File: config.mk
export PLATFORM = sky130hd
export DESIGN_NAME = tlc_input_conditioner_flat
export DESIGN_NICKNAME = d
export VERILOG_FILES = /design/src/rtl/tlc_pkg.sv /design/src/rtl/tlc_input_conditioner_if.sv /design/src/rtl/tlc_debounce.sv /design/src/rtl/tlc_input_conditioner.sv /design/src/flat_wrapper.sv
export SDC_FILE = /design/constraint.sdc
export NUM_CORES = 1
export LEC_CHECK = 0
export ABC_CLOCK_PERIOD_IN_PS = 1700
export BUFFER_PORTS_ARGS = -buffer_cell sky130_fd_sc_hd__buf_4
export CAP_MARGIN = 15
export CORE_AREA = 4 4 61 63
export CTS_CLUSTER_SIZE = 25
export DETAILED_ROUTE_END_ITERATION = 12
export DIE_AREA = 0 0 65 67
export GPL_TIMING_DRIVEN = 1
export MAX_ROUTING_LAYER = met4
export PLACE_DENSITY = 0.85
export SYNTH_ARGS = -nofsm -noshare
export SYNTH_HDL_FRONTEND = slang
export SYNTH_HIERARCHICAL = 1
export SYNTH_SLANG_ARGS = --single-unit
File: constraint.sdc
create_clock -name clk -period 1.7 [get_ports clk]
set_input_delay 0.34 -clock clk [delete_from_list [all_inputs] [get_ports clk]]
set_output_delay 0.34 -clock clk [all_outputs]
set_load 0.02 [all_outputs]
File: src/rtl/tlc_pkg.sv
// rtl/tlc_pkg.sv - shared widths, encodings and helpers for the traffic light controller
package tlc_pkg;

  localparam int MIN_W       = 11;
  localparam int DAY_MINUTES = 1440;

  // 2'b11 is treated the same as FORCE_AUTO
  typedef enum logic [1:0] {
    FORCE_AUTO = 2'b00,
    FORCE_OFF  = 2'b01,
    FORCE_PEAK = 2'b10
  } peak_force_t;

  typedef enum logic [1:0] {
    GREEN  = 2'd0,
    YELLOW = 2'd1,
    RED    = 2'd2
  } light_t;

  // Half-open window; start >= end never matches
  function automatic logic in_window(input logic [MIN_W-1:0] m,
                                     input logic [MIN_W-1:0] lo,
                                     input logic [MIN_W-1:0] hi);
    return (m >= lo) && (m < hi);
  endfunction

endpackage

File: src/rtl/tlc_input_conditioner_if.sv
// rtl/tlc_input_conditioner_if.sv - raw sensor/time-of-day inputs and conditioned outputs
interface tlc_input_conditioner_if;
  import tlc_pkg::*;

  logic             sensor1_raw;
  logic             sensor2_raw;
  logic             tod_load;
  logic [MIN_W-1:0] tod_value;
  logic [1:0]       peak_force;
  logic             sensor1;
  logic             sensor2;
  logic             peak;
  logic [MIN_W-1:0] minute_of_day;
  logic             minute_tick;

  modport master (
    output sensor1_raw, sensor2_raw, tod_load, tod_value, peak_force,
    input  sensor1, sensor2, peak, minute_of_day, minute_tick
  );

  modport slave (
    input  sensor1_raw, sensor2_raw, tod_load, tod_value, peak_force,
    output sensor1, sensor2, peak, minute_of_day, minute_tick
  );

endinterface

File: src/rtl/tlc_debounce.sv
// rtl/tlc_debounce.sv - two-flop synchroniser plus stable-count debouncer for one loop sensor
module tlc_debounce #(
  parameter int DEB_CYCLES = 4
) (
  input  logic clk,
  input  logic reset,
  input  logic raw,
  output logic clean
);

  localparam int             CW       = $clog2(DEB_CYCLES + 1);
  localparam logic [CW-1:0]  CNT_LAST = CW'(DEB_CYCLES - 1);

  logic          s1;
  logic          s2;
  logic [CW-1:0] cnt;

  always_ff @(posedge clk or negedge reset) begin
    if (!reset) begin
      s1    <= 1'b0;
      s2    <= 1'b0;
      cnt   <= '0;
      clean <= 1'b0;
    end else begin
      s1 <= raw;
      s2 <= s1;
      if (s2 == clean) begin
        cnt <= '0;
      end else if (cnt == CNT_LAST) begin
        // This edge would make the count reach DEB_CYCLES: accept the new level
        clean <= s2;
        cnt   <= '0;
      end else begin
        cnt <= cnt + 1'b1;
      end
    end
  end

endmodule

File: src/rtl/tlc_input_conditioner.sv
// rtl/tlc_input_conditioner.sv - debounced sensors, minute-of-day clock and peak flag for the controller
module tlc_input_conditioner #(
  parameter int TICKS_PER_MIN = 60,
  parameter int DEB_CYCLES    = 4,
  parameter int DAY_MINUTES   = 1440,
  parameter int INIT_MINUTE   = 0,
  parameter int AM_START      = 420,
  parameter int AM_END        = 600,
  parameter int PM_START      = 1020,
  parameter int PM_END        = 1200
) (
  input  logic                     clk,
  input  logic                     reset,
  tlc_input_conditioner_if.slave   bus
);
  import tlc_pkg::MIN_W;
  import tlc_pkg::in_window;
  import tlc_pkg::FORCE_OFF;
  import tlc_pkg::FORCE_PEAK;

  localparam int               PW       = $clog2(TICKS_PER_MIN);
  localparam logic [PW-1:0]    PRE_LAST = PW'(TICKS_PER_MIN - 1);
  localparam logic [MIN_W-1:0] DAY_M    = MIN_W'(DAY_MINUTES);
  localparam logic [MIN_W-1:0] MIN_LAST = MIN_W'(DAY_MINUTES - 1);
  localparam logic [MIN_W-1:0] MIN_INIT = MIN_W'(INIT_MINUTE);
  localparam logic [MIN_W-1:0] AM_S     = MIN_W'(AM_START);
  localparam logic [MIN_W-1:0] AM_E     = MIN_W'(AM_END);
  localparam logic [MIN_W-1:0] PM_S     = MIN_W'(PM_START);
  localparam logic [MIN_W-1:0] PM_E     = MIN_W'(PM_END);

  logic             s1_clean;
  logic             s2_clean;
  logic [PW-1:0]    presc;
  logic [MIN_W-1:0] minute;
  logic             tick;
  logic             peak_q;
  logic             peak_next;

  tlc_debounce #(.DEB_CYCLES(DEB_CYCLES)) u_deb1 (
    .clk   (clk),
    .reset (reset),
    .raw   (bus.sensor1_raw),
    .clean (s1_clean)
  );

  tlc_debounce #(.DEB_CYCLES(DEB_CYCLES)) u_deb2 (
    .clk   (clk),
    .reset (reset),
    .raw   (bus.sensor2_raw),
    .clean (s2_clean)
  );

  // A load overrides a coincident prescaler wrap and suppresses that tick
  always_ff @(posedge clk or negedge reset) begin
    if (!reset) begin
      presc  <= '0;
      minute <= MIN_INIT;
      tick   <= 1'b0;
    end else if (bus.tod_load) begin
      presc  <= '0;
      tick   <= 1'b0;
      minute <= (bus.tod_value >= DAY_M) ? '0 : bus.tod_value;
    end else if (presc == PRE_LAST) begin
      presc  <= '0;
      tick   <= 1'b1;
      minute <= (minute == MIN_LAST) ? '0 : minute + 1'b1;
    end else begin
      presc  <= presc + 1'b1;
      tick   <= 1'b0;
    end
  end

  always_comb begin
    peak_next = in_window(minute, AM_S, AM_E) || in_window(minute, PM_S, PM_E);
    case (bus.peak_force)
      FORCE_PEAK: peak_next = 1'b1;
      FORCE_OFF:  peak_next = 1'b0;
      default:    ;
    endcase
  end

  always_ff @(posedge clk or negedge reset) begin
    if (!reset) begin
      peak_q <= 1'b0;
    end else begin
      peak_q <= peak_next;
    end
  end

  assign bus.sensor1       = s1_clean;
  assign bus.sensor2       = s2_clean;
  assign bus.peak          = peak_q;
  assign bus.minute_of_day = minute;
  assign bus.minute_tick   = tick;

endmodule

File: src/flat_wrapper.sv
// flat-port wrapper written by rule: the top's interface ports become plain ports
module tlc_input_conditioner_flat import tlc_pkg::MIN_W; import tlc_pkg::in_window; import tlc_pkg::FORCE_OFF; import tlc_pkg::FORCE_PEAK;
#(
  parameter int TICKS_PER_MIN = 60,
  parameter int DEB_CYCLES    = 4,
  parameter int DAY_MINUTES   = 1440,
  parameter int INIT_MINUTE   = 0,
  parameter int AM_START      = 420,
  parameter int AM_END        = 600,
  parameter int PM_START      = 1020,
  parameter int PM_END        = 1200
)
  (clk, reset, bus_sensor1_raw, bus_sensor2_raw, bus_tod_load, bus_tod_value, bus_peak_force, bus_sensor1, bus_sensor2, bus_peak, bus_minute_of_day, bus_minute_tick);
  tlc_input_conditioner_if bus_i ();
  input  logic clk;
  input  logic reset;
  input wire logic [$bits(bus_i.sensor1_raw)-1:0] bus_sensor1_raw;
  input wire logic [$bits(bus_i.sensor2_raw)-1:0] bus_sensor2_raw;
  input wire logic [$bits(bus_i.tod_load)-1:0] bus_tod_load;
  input wire logic [$bits(bus_i.tod_value)-1:0] bus_tod_value;
  input wire logic [$bits(bus_i.peak_force)-1:0] bus_peak_force;
  output wire logic [$bits(bus_i.sensor1)-1:0] bus_sensor1;
  output wire logic [$bits(bus_i.sensor2)-1:0] bus_sensor2;
  output wire logic [$bits(bus_i.peak)-1:0] bus_peak;
  output wire logic [$bits(bus_i.minute_of_day)-1:0] bus_minute_of_day;
  output wire logic [$bits(bus_i.minute_tick)-1:0] bus_minute_tick;
  assign bus_i.sensor1_raw = bus_sensor1_raw;
  assign bus_i.sensor2_raw = bus_sensor2_raw;
  assign bus_i.tod_load = bus_tod_load;
  assign bus_i.tod_value = bus_tod_value;
  assign bus_i.peak_force = bus_peak_force;
  assign bus_sensor1 = bus_i.sensor1;
  assign bus_sensor2 = bus_i.sensor2;
  assign bus_peak = bus_i.peak;
  assign bus_minute_of_day = bus_i.minute_of_day;
  assign bus_minute_tick = bus_i.minute_tick;
  tlc_input_conditioner #(.TICKS_PER_MIN(TICKS_PER_MIN), .DEB_CYCLES(DEB_CYCLES), .DAY_MINUTES(DAY_MINUTES), .INIT_MINUTE(INIT_MINUTE), .AM_START(AM_START), .AM_END(AM_END), .PM_START(PM_START), .PM_END(PM_END)) u_core (.clk(clk), .reset(reset), .bus(bus_i));
endmodule
==> flow_summary.yaml <==
drt:
  drt_first_pass_iters: 4
  post-route-drc-count: 0
  antenna_left: 0
  vias_per_cell: 5.80
  drt-total-wl_um: 3900
  wl_per_cell_um: 15.2
  vias: 1485
  drtIter0Drc: 165
pwr:
  peakVddDrop_uv: 490
  power_frac_comb_pct: 27.9
  leakagePower_uw: 0.000925
  p_per_area_nw_per_um2: 898
  switching_share_pct: 33.0
  clkPwrFrac_pct: 23.2
  netSwitchingPower_uw: 618
  p_int_uw: 1250
  p_seq_share_pct: 48.9
place:
  dpl.hpwl_um: 2970
  place_ws_ps: 51.6
  place_congestion: 0.908
  port_buffers: 32
  dp.cells: 247
die:
  die_w_um: 65
  dieArea_um2: 4360
  start_util_pct: 51.5
  dieHeight_um: 67
  pin_count: 33
  core.rowCount: 21
  fp.coreArea_um2: 3230
grt:
  grtUsageTotal_pct: 21.3
  first_global_vias: 1478
  grt_max_degree: 32
  grt_first_pass_wirelength_um: 6780
  grt_overflow_total: 0
  grt_antenna_before_repair: 0
critical_path:
  end_kind: "flip-flop"
  r2r_start: "u_core/presc[0]"
  cp_max_fo: 4
  path_cells: "ha_2, and4b_1, nand2_1, or4_1, o311ai_1"
  crit_end: "u_core/bus.minute_of_day[8]"
  criticalPathCategory: "flip-flop to flip-flop"
  rr_worst_depth: 5
  worstReg2RegEnd: "u_core/bus.minute_of_day[8]"
  r2r_slack_ps: 100
  worst-endpoint-arrival_ps: 1850
  crit_start: "u_core/presc[0]"
  cp.required_ps: 1940
  critPathLaunchType: "flip-flop"
  crit_path_top_delay_cell: "or4_1"
  slowest_delay_ps: 470
clock_tree:
  clk-insertion-delay-late_ps: 340
  cts_tree: "built"
  clkSinkCount: 31
  cts_buffers: 5
  clk_path_buf_depth: 2
  path_clk_slew_ps: 110
  htree_num_levels: 2
  cts_root_buf: "clkbuf_4"
  cts_setup_buffers: 0
timing:
  worstMarginPinSlew_ps: 393
  finalCriticalPeriod_ps: 1600
  rsz0062_at_grt: "no"
  fin_crit_sh_pct: 94.2
  finalSetupViolCount: 0
  setup_ws_ps: 99.1
  fin_skew_ps: 12.6
  hold_viol: 0
  relSlewSlack_pct: 73.8
  drv_slew: 0
  tns_ps: 0
  fmax_ghz: 0.625
final_layout:
  nets: 233
  fin_util_pct: 64.4
  drive_above_1_share_pct: 31.0
  area_growth_pct: 25.1
  fin_cells: 256
  antenna_cells: 0
yosys:
  avgSynthCellArea_um2: 10.2
  ys.warnings.count: 6
  synth_cell_types: 46
  synth_ff_type: "dfrtp_1"
  syn_inst: 163
  synthesis.nets: 187
  synth_edf_count: 0
  synth_seq_cells: 31
  async_reset_ff_share_pct: 100
  syn_area_um2: 1660
  synth_seq_area_share_pct: 46.6
outcome:
  status: "completed"
flow_run:
  maxCapViolCount: 0
min_path:
  min_path_type: "primary input to flip-flop"
[per-layer routing]
layer	share of wire, %	GRT usage (%)
met2	47	33.8
met5	0	-
met1	41	25.7
met4	2.7	8.18
met3	9.0	6.07
[cells in the final DEF, fill, tap and decap left out, types with 3 or more instances in the layout]
cell type and n:
nand2_1 7, nand3_1 17, inv_1 8, nor2_1 10, o211ai_1 4, a21oi_1 5
xor2_1 3, a31oi_1 3, nand4_1 7, dfrtp_1 31, nor3b_1 4, nor3_1 7
buf_4 46, ha_1 5, clkbuf_4 5, xnor2_1 5, and3_1 3
[stage by stage]
| step | hold slack [ps] | power (uW) | instance area [um2] |
|---|---|---|---|
| floorplan | 44.4 | 1230 | 1660 |
| global placement | 292 | 1430 | 2010 |
| detailed placement | 297 | 1450 | 2010 |
| CTS | 82.1 | 1880 | 2080 |
| global route | 77.6 | 1990 | 2080 |
| finish | 91.5 | 1870 | 2080 |
[Yosys cell counts, types with 3 or more instances]
library cell | count | area share, %
dfrtp_1 | 31 | 47
buf_2 | 3 | 0.90
nand2_1 | 7 | 1.6
xor2_1 | 3 | 1.6
inv_1 | 8 | 1.8
nor3b_1 | 4 | 1.8
nor3_1 | 7 | 2.1
ha_1 | 6 | 4.5
xnor2_1 | 5 | 2.6
a21oi_1 | 6 | 1.8
nand4_1 | 7 | 2.6
nand3_1 | 17 | 5.1
and3_1 | 3 | 1.1
nor2_1 | 10 | 2.3
o211ai_1 | 4 | 1.8
a31oi_1 | 3 | 1.1
[cell families after synthesis]
kind of cell | after synthesis | share of synthesized area, %
AO/OA/AOI/OAI | 27 | 12.3
XOR/XNOR | 8 | 4.21
adder cells (fa/ha/maj) | 6 | 4.51
buffers and inverters | 17 | 5.56
flip-flops | 31 | 46.6
multiplexers | 2 | 1.35
AND/OR/NAND/NOR | 72 | 25.5
[registers in the layout (all words and copies together) (netlist names), 3 cells and up]
name                      flops
u_core/bus.minute_of_day     11
u_core/presc                  6
u_core/u_deb1/cnt             3
u_core/u_deb2/cnt             3
[power by group through the flow]
stage               Clock (uW)  Combinational, uW  Sequential [uW]
global route               469                589              930
finish                     434                521              915
global placement             0                505              924
CTS                        442                523              916
detailed placement           0                521              930
floorplan                    0                249              983
[repair_timing]
| action | CTS | global route |
|---|---|---|
| endpoints found under the hold margin | 31 | 0 |
| endpoints found under the setup margin | 0 | 6 |
| hold buffers | 1 | 0 |
| gates resized for setup | 0 | 2 |
[critical path: cells and delay by family, from the launching register on]
| kind | cells | cell delay, ps |
|---|---|---|
| adder cells (fa/ha/maj) | 1 | 220 |
| AND/OR/NAND/NOR | 3 | 800 |
| flip-flops | 1 | 380 |
| AO/OA/AOI/OAI | 1 | 100 |
[cell type report]
class / instances / area, um2
fill: 271 / 1150
sequential: 31 / 776
clock inverter: 3 / 20.0
timing repair buffer: 47 / 355
inverter: 9 / 33.8
tap: 46 / 57.6
multi-input combinational: 115 / 802
clock buffer: 5 / 37.5
[worst min path at each step]
stage                                from                     endpoint  slack (ps)  depth (start not counted)
after CTS                 bus_sensor2_raw             u_core/u_deb2/s1          80                          1
final                     bus_sensor2_raw             u_core/u_deb2/s1          90                          1
after global placement              reset         u_core/u_deb2/cnt[0]         290                          1
after detailed placement            reset         u_core/u_deb2/cnt[0]         300                          1
after global routing      bus_sensor2_raw             u_core/u_deb2/s1          80                          1
after floorplan                     reset  u_core/bus.minute_of_day[0]          40                          0
Note: power is estimated with default switching activity, not from simulation.
